<file path="config.mk">
export PLATFORM = sky130hd
export DESIGN_NAME = device_event_serializer_flat
export DESIGN_NICKNAME = d
export VERILOG_FILES = /design/src/rtl/device_event_serializer_if.sv /design/src/rtl/device_event_serializer.sv /design/src/flat_wrapper.sv
export SDC_FILE = /design/constraint.sdc
export NUM_CORES = 1
export LEC_CHECK = 0
export BUFFER_PORTS_ARGS = -buffer_cell sky130_fd_sc_hd__buf_2
export CAP_MARGIN = 20
export CELL_PAD_IN_SITES_DETAIL_PLACEMENT = 1
export CELL_PAD_IN_SITES_GLOBAL_PLACEMENT = 1
export CORE_UTILIZATION = 40
export DETAILED_ROUTE_END_ITERATION = 12
export PLACE_DENSITY_LB_ADDON = 0.3
export SLEW_MARGIN = 20
export SYNTH_ARGS = -nofsm -noshare
export SYNTH_HDL_FRONTEND = slang
export SYNTH_SLANG_ARGS = --single-unit
</file>
<file path="constraint.sdc">
create_clock -name clk -period 5.26 [get_ports clk]
set_input_delay 0.526 -clock clk [delete_from_list [all_inputs] [get_ports clk]]
set_output_delay 0.526 -clock clk [all_outputs]
set_load 0.05 [all_outputs]
</file>
<file path="src/rtl/device_event_serializer_if.sv">
// Event bus between the activity-line serializer and the active-device monitor.
// The master side watches the device lines and issues change/on_off pulses.
interface device_event_serializer_if #(
  parameter int N_DEV = 8,
  parameter int ID_W  = 3
);
  logic             en;
  logic [N_DEV-1:0] dev_active;
  logic             change;
  logic             on_off;
  logic [ID_W-1:0]  dev_id;
  logic             busy;

  modport master (
    input  en,
    input  dev_active,
    output change,
    output on_off,
    output dev_id,
    output busy
  );

  modport slave (
    output en,
    output dev_active,
    input  change,
    input  on_off,
    input  dev_id,
    input  busy
  );
endinterface

</file>
<file path="src/rtl/device_event_serializer.sv">
// Turns per-device on/off transitions into a one-per-cycle stream of
// change/on_off pulses, holding one pending state (NONE/ON/OFF) per device.
module device_event_serializer #(
  parameter int N_DEV = 8,
  parameter int ID_W  = 3
) (
  input  logic                      clk,
  input  logic                      rst,
  device_event_serializer_if.master bus
);

  logic [N_DEV-1:0] prev_r;
  logic [N_DEV-1:0] pend_on_r;
  logic [N_DEV-1:0] pend_off_r;
  logic             change_r;
  logic             on_off_r;
  logic [ID_W-1:0]  dev_id_r;
  logic             busy_r;

  logic [N_DEV-1:0] rise_s;
  logic [N_DEV-1:0] fall_s;
  logic [N_DEV-1:0] pend_any_s;
  logic [N_DEV-1:0] grant_oh_s;
  logic [N_DEV-1:0] on_post_s;
  logic [N_DEV-1:0] off_post_s;
  logic [N_DEV-1:0] pend_on_nxt_s;
  logic [N_DEV-1:0] pend_off_nxt_s;
  logic             grant_vld_s;
  logic             grant_dir_s;
  logic [ID_W-1:0]  grant_idx_s;

  assign rise_s     = bus.dev_active & ~prev_r;
  assign fall_s     = ~bus.dev_active & prev_r;
  assign pend_any_s = pend_on_r | pend_off_r;

  // Lowest pending index wins: isolate the least significant set bit.
  always_comb begin
    grant_oh_s  = {N_DEV{1'b0}};
    grant_vld_s = 1'b0;
    if (bus.en) begin
      grant_oh_s  = pend_any_s & (~pend_any_s + N_DEV'(1));
      grant_vld_s = |pend_any_s;
    end else begin
      grant_oh_s  = {N_DEV{1'b0}};
      grant_vld_s = 1'b0;
    end
  end

  // Encode the one-hot grant into a device index.
  always_comb begin
    grant_idx_s = {ID_W{1'b0}};
    for (int i = 0; i < N_DEV; i++) begin
      grant_idx_s = grant_idx_s | (grant_oh_s[i] ? ID_W'(i) : {ID_W{1'b0}});
    end
  end

  assign grant_dir_s = |(pend_on_r & grant_oh_s);

  // The granted device is cleared first, then its edge is applied; an edge
  // opposite to a still-pending event cancels it instead of queuing a new one.
  assign on_post_s      = pend_on_r  & ~grant_oh_s;
  assign off_post_s     = pend_off_r & ~grant_oh_s;
  assign pend_on_nxt_s  = (rise_s & ~off_post_s) | (~rise_s & ~fall_s & on_post_s);
  assign pend_off_nxt_s = (fall_s & ~on_post_s)  | (~rise_s & ~fall_s & off_post_s);

  // Edge-detect baseline, pending state and busy flag.
  always_ff @(posedge clk or negedge rst) begin
    if (!rst) begin
      prev_r     <= {N_DEV{1'b0}};
      pend_on_r  <= {N_DEV{1'b0}};
      pend_off_r <= {N_DEV{1'b0}};
      busy_r     <= 1'b0;
    end else begin
      prev_r     <= bus.dev_active;
      pend_on_r  <= pend_on_nxt_s;
      pend_off_r <= pend_off_nxt_s;
      busy_r     <= |(pend_on_nxt_s | pend_off_nxt_s);
    end
  end

  // Registered event issue; direction and index hold while idle.
  always_ff @(posedge clk or negedge rst) begin
    if (!rst) begin
      change_r <= 1'b0;
      on_off_r <= 1'b0;
      dev_id_r <= {ID_W{1'b0}};
    end else begin
      change_r <= grant_vld_s;
      if (grant_vld_s) begin
        on_off_r <= grant_dir_s;
        dev_id_r <= grant_idx_s;
      end else begin
        on_off_r <= on_off_r;
        dev_id_r <= dev_id_r;
      end
    end
  end

  assign bus.change = change_r;
  assign bus.on_off = on_off_r;
  assign bus.dev_id = dev_id_r;
  assign bus.busy   = busy_r;

endmodule

</file>
<file path="src/flat_wrapper.sv">
// flat-port wrapper written by rule: the top's interface ports become plain ports
module device_event_serializer_flat 
#(
  parameter int N_DEV = 8,
  parameter int ID_W  = 3
)
  (clk, rst, bus_en, bus_dev_active, bus_change, bus_on_off, bus_dev_id, bus_busy);
  device_event_serializer_if #(.N_DEV(N_DEV), .ID_W(ID_W)) bus_i ();
  input  logic clk;
  input  logic rst;
  input wire logic [$bits(bus_i.en)-1:0] bus_en;
  input wire logic [$bits(bus_i.dev_active)-1:0] bus_dev_active;
  output wire logic [$bits(bus_i.change)-1:0] bus_change;
  output wire logic [$bits(bus_i.on_off)-1:0] bus_on_off;
  output wire logic [$bits(bus_i.dev_id)-1:0] bus_dev_id;
  output wire logic [$bits(bus_i.busy)-1:0] bus_busy;
  assign bus_i.en = bus_en;
  assign bus_i.dev_active = bus_dev_active;
  assign bus_change = bus_i.change;
  assign bus_on_off = bus_i.on_off;
  assign bus_dev_id = bus_i.dev_id;
  assign bus_busy = bus_i.busy;
  device_event_serializer #(.N_DEV(N_DEV), .ID_W(ID_W)) u_core (.clk(clk), .rst(rst), .bus(bus_i));
endmodule
</file>
Word-level counts from Yosys, hierarchy flattened
Cells that the tools add are included.

storage, ports and cells
  input bits = 11
  bits in registers = 30
  logic and storage cells = 49

cells by class
  muxes and demuxes = 9
  bitwise gates (word level) = 29
  reductions and logical operators = 3
  add/sub/neg operators = 1

operator list
  cell                                                            number
  8-bit AND                                                       11
  8-bit NOT                                                       8
  8-bit OR                                                        4
  8-bit OR reduction                                              3
  3-bit OR                                                        6
  3-bit two-way mux                                               4
  8-bit by 1-bit adder with 8-bit output (second input constant)  1
  8-bit two-way mux                                               1
  2-bit two-way mux                                               2
  1-bit two-way mux                                               2

Logic depth before layout (Yosys ltp)
  word-level depth = 12
  depth in mapped cells = 8
  gate-level depth less buffers = 8

Worst setup path before layout
No wires, ideal clock.

  kind = input -> register
  start = input bus_en
  end = register u_core.busy_r, in the netlist u_core.bus.busy
  arrival time = 1.944 ns
  cell stages on the path = 6
  data required time = 5.123 ns
  library setup time = 0.137 ns
  path slack = 3.180 ns
  path through = nor3b_1 > nand2_2 > or3_4 > a32o_2 > nor4_2 > nand4b_1

on the way
  cells in the longest elaborated chain, start to end = 8
  elaborated cells between the ends (all ways) = 14

ends and longest elaborated chain
  element                       RTL line                                                      RTL
  start: declaration            flat_wrapper.sv:11                                            input wire logic [$bits(bus_i.en)-1:0] bus_en;
  8-bit two-way mux *           device_event_serializer.sv:40                                 if (bus.en) begin
  8-bit NOT *                   device_event_serializer.sv:61, device_event_serializer.sv:62
  8-bit AND                     device_event_serializer.sv:61                                 assign on_post_s = pend_on_r & ~grant_oh_s;
  8-bit NOT                     device_event_serializer.sv:64                                 assign pend_off_nxt_s = (fall_s & ~on_post_s) | (~rise_s & ~fall_s & off_post_s);
  8-bit AND                     device_event_serializer.sv:64
  8-bit OR *                    device_event_serializer.sv:64
  via u_core.pend_off_nxt_s[6]  device_event_serializer.sv:27                                 logic [N_DEV-1:0] pend_off_nxt_s;
  8-bit OR *                    device_event_serializer.sv:77                                 busy_r <= |(pend_on_nxt_s | pend_off_nxt_s);
  8-bit OR reduction *          device_event_serializer.sv:77
  end signal: assignment        device_event_serializer.sv:77
  end: declaration              device_event_serializer.sv:18                                 logic busy_r;

Mark *: on every way through the listed nets, which the timed path passes. The rest lies on a longest branch.
A chain may end at the register's enable or synchronous reset.

Worst setup path after layout
  start = register u_core.pend_off_r[0]
  end = register u_core.busy_r, in the netlist u_core.bus.busy

on the way
  cells in the longest elaborated chain, start to end = 12
  elaborated cells between the ends (all ways) = 18

ends and longest elaborated chain
  element                                   RTL line                                                      RTL
  start: declaration                        device_event_serializer.sv:14                                 logic [N_DEV-1:0] pend_off_r;
  start signal: assignment                  device_event_serializer.sv:71                                 pend_off_r <= {N_DEV{1'b0}};
  start signal: assignment                  device_event_serializer.sv:76                                 pend_off_r <= pend_off_nxt_s;
  8-bit OR *                                device_event_serializer.sv:34                                 assign pend_any_s = pend_on_r | pend_off_r;
  8-bit NOT *                               device_event_serializer.sv:41                                 grant_oh_s = pend_any_s & (~pend_any_s + N_DEV'(1));
  8-bit by 1-bit adder with 8-bit output *  device_event_serializer.sv:41
  8-bit AND *                               device_event_serializer.sv:41
  8-bit two-way mux *                       device_event_serializer.sv:40
  8-bit NOT *                               device_event_serializer.sv:61, device_event_serializer.sv:62
  8-bit AND                                 device_event_serializer.sv:61
  8-bit NOT                                 device_event_serializer.sv:64
  8-bit AND                                 device_event_serializer.sv:64
  8-bit OR *                                device_event_serializer.sv:64
  via u_core.pend_off_nxt_s[6]              device_event_serializer.sv:27
  8-bit OR *                                device_event_serializer.sv:77
  8-bit OR reduction *                      device_event_serializer.sv:77

Marked as above.

==> flow_metrics.py <==
metrics = {
    "clock_tree": {
        "root_buffer": "clkbuf_8",
        "clkLatencyLatePin_ps": 280,
        "ctsHoldBuffers": 0,
        "cts_inserted_buffers": 5,
        "cts.sinks": 30,
        "cts_setup_buffers": 0,
        "clk_pin_slew_worst_paths_ps": 60,
        "cts.path.max_buffers": 2,
        "cts_resized": 0,
        "tritoncts": "built",
        "ctsHtreeMaxLevel": 2,
    },
    "detailed_routing": {
        "firstDrtPassIters": 4,
        "ant_nets": 0,
        "drt_wl_total_mm": 3.92,
        "vias": 1388,
        "wl_per_cell_um": 15.9,
        "viasPerCell": 5.64,
        "drc": 0,
        "drt_iter0_drc": 80,
    },
    "power": {
        "p_total_mw": 0.619,
        "p_leak_nw": 0.924,
        "max-vdd-ir-drop_v": 0.000111,
        "pwr-share-seq": 0.470,
        "powerDensity_mw_per_mm2": 322,
        "switching_share": 0.339,
        "p_int_mw": 0.409,
        "clockPowerShare": 0.279,
        "switchingPower_mw": 0.209,
        "combPwrFrac": 0.250,
    },
    "cells_and_area": {
        "final_area_mm2": 0.00192,
        "utilization": 0.473,
        "fillCellCount": 469,
        "stdcell_count": 246,
        "diodes": 0,
        "nets": 223,
        "final_layout_size_suffix_gt1_frac": 0.158,
        "areaGrowthSynthToFinish_pct": 12.3,
    },
    "synthesis": {
        "synth_top_family_by_area": "compound AO/OA/AOI/OAI gates",
        "yosysTopAreaCell": "dfrtp_1",
        "yosys_register_bits": 30,
        "synth.distinct_cells": 37,
        "synthSimpleGateAreaFrac": 0.192,
        "synth_fa_ha_area_frac": 0.117,
        "yosys.area.top_type_share": 0.439,
        "ys_seq_area_frac": 0.439,
        "synth-compound-area-share": 0.196,
        "syn_inst": 175,
        "synth_nets": 202,
        "yosysWarnings": 0,
        "muxShareOfSynthArea": 0,
        "synth_xor_area_frac": 0,
        "avgSynthCellArea_um2": 9.77,
        "netlist_area_mm2": 0.00171,
        "synth_top_cells_by_area": "dfrtp_1 (44%), ha_1 (12%), a32o_1 (7.6%)",
    },
    "timing": {
        "min_period_ps": 2290,
        "fin_skew_ps": 4.15,
        "relSlewSlack": 0.536,
        "setup_ws_ps": 2970,
        "hold_viol": 0,
        "period_share": 0.435,
        "fmax_mhz": 437,
        "tightest_slew_ps": 697,
        "final.setup.tns_ps": 0,
        "rsz0062_at_grt": "false",
        "finalMaxSlewViolations": 0,
        "worst_hold_slack_ps": 289,
        "setup_violations": 0,
    },
    "global_route": {
        "grtUsageTotal": 0.205,
        "grt_overflow": 0,
        "grt_pass1_wl_mm": 6.79,
        "grt_max_degree": 31,
        "grt_pass1_vias": 1517,
        "antenna_found_initial": 0,
    },
    "run": {
        "maxCapViolCount": 0,
    },
    "placement": {
        "dpl.hpwl_mm": 3.04,
        "post-place-cells": 239,
        "place_area_mm2": 0.00184,
        "io_buffers": 16,
        "gp_congestion": 0.793,
        "post-place-ws_ps": 2740,
    },
    "worst_setup_path": {
        "crit_slowest_cell": "dfrtp_1",
        "path_cells": "nor4_4, nand2_2, or3_4, a32o_2, nor4_2, nand4b_1",
        "crit_fanout": 8,
        "startpoint_type": "flip-flop",
        "crit_required_ps": 5410,
        "path_depth": 6,
        "critPathKind": "flip-flop to flip-flop",
        "crit_buf_inv": 0,
        "end_kind": "flip-flop",
        "cpPeakStageDelay_ps": 470,
        "worstPathArrival_ps": 2440,
        "cp_top_family": "simple AND/OR/NAND/NOR gates",
        "worst_r2r_path_depth": 6,
    },
    "floorplanning": {
        "die-area_mm2": 0.00454,
        "rows": 23,
        "core_mm2": 0.00406,
        "io_pins": 17,
        "chipWidth_um": 67.4,
        "start_util": 0.422,
        "die_h_um": 67.4,
    },
    "worst_hold_path": {
        "hp-class": "input port to asynchronous set/reset pin",
    },
    "status": {
        "outcome": "complete, no violations",
    },
}
## state kept, by name, indices dropped and copies added (netlist names)
signal	flops
u_core.bus.dev_id	3
u_core.pend_off_r	8
u_core.pend_on_r	8
u_core.prev_r	8
u_core.bus.on_off	1
u_core.bus.busy	1
u_core.bus.change	1
## synth_stat cells
| master | n |
|---|---|
| o21a_1 | 1 |
| nor4_4 | 1 |
| inv_1 | 23 |
| or3_4 | 1 |
| clkbuf_2 | 1 |
| a22oi_1 | 1 |
| dfrtp_1 | 30 |
| or3b_2 | 2 |
| nand4_1 | 1 |
| o22ai_1 | 1 |
| nand2_1 | 18 |
| nor3_2 | 1 |
| o22a_1 | 2 |
| nand3_1 | 4 |
| nand4b_1 | 1 |
| a22o_1 | 1 |
| ha_1 | 16 |
| nor3b_1 | 1 |
| a32o_2 | 1 |
| a2bb2oi_1 | 2 |
| a32o_1 | 13 |
| o21ai_0 | 12 |
| nand2b_1 | 4 |
| o31ai_1 | 2 |
| nor2_1 | 14 |
| clkbuf_1 | 1 |
| or2b_1 | 1 |
| nor2b_1 | 2 |
| and4b_1 | 1 |
| a222oi_1 | 1 |
| o221ai_1 | 1 |
| nand2_2 | 1 |
| or4_1 | 2 |
| a21oi_1 | 7 |
| nor3_1 | 1 |
| or2_2 | 2 |
| nor4_2 | 1 |
## power groups by stage
stage | Clock (mW) | Sequential (mW) | Combinational, mW
CTS | 0.179 | 0.291 | 0.157
floorplan | 0 | 0.303 | 0.0979
detailed placement | 0 | 0.295 | 0.156
global route | 0.189 | 0.296 | 0.173
finish | 0.173 | 0.291 | 0.155
global placement | 0 | 0.292 | 0.149
## worst paths after layout
| check | start | end | slack [ps] |
|---|---|---|---|
| min in group clk | bus_dev_active[4] | u_core.prev_r[4] | 380 |
| max in group asynchronous | rst | u_core.prev_r[2] | 4520 |
| setup reg to reg | u_core.pend_off_r[0] | u_core.bus.busy | 2970 |
| hold reg to reg | u_core.bus.dev_id[0] | u_core.bus.dev_id[0] | 520 |
| setup / recovery | u_core.pend_off_r[0] | u_core.bus.busy | 2970 |
| hold / removal | rst | u_core.prev_r[4] | 290 |
## cell families after synthesis
kind of cell | after synthesis
compound gates | 45
simple gates | 59
flops | 30
buf+inv | 25
fa+ha+maj | 16
## routing by layer
metal,up-vias,global-route usage,part of all wire
li1,665,-,-
met1,680,0.226,0.42
met2,35,0.364,0.53
met3,8,0.0439,0.040
met4,0,0.114,0.018
met5,-,0,0
## cell usage in the layout, fill, tap and decap left out, drive strengths merged
| cell type | n |
|---|---|
| o22ai | 1 |
| dfrtp | 30 |
| nor2b | 2 |
| or3b | 2 |
| a21oi | 7 |
| nand4b | 1 |
| o31ai | 2 |
| buf | 16 |
| or4 | 2 |
| inv | 23 |
| nor3 | 2 |
| a22oi | 1 |
| a2bb2oi | 2 |
| nor2 | 14 |
| nand2b | 4 |
| and4b | 1 |
| a222oi | 1 |
| nand3 | 4 |
| or3 | 1 |
| nor3b | 1 |
| clkbuf | 7 |
| o22a | 2 |
| nor4 | 2 |
| a22o | 1 |
| o21a | 1 |
| o21ai | 12 |
| o221ai | 1 |
| nand2 | 19 |
| or2b | 1 |
| or2 | 2 |
| ha | 16 |
| a32o | 14 |
| nand4 | 1 |
## cell type report
class                           instances  area, um2  area share
Tap cell                               50       62.6      0.0326
Multi-Input combinational cell        120        865       0.450
Clock buffer                            7       76.3      0.0397
Inverter                               23       86.3      0.0450
Sequential cell                        30        751       0.391
Timing Repair Buffer                   16       80.1      0.0417
Note: power is estimated with default switching activity, not from simulation.
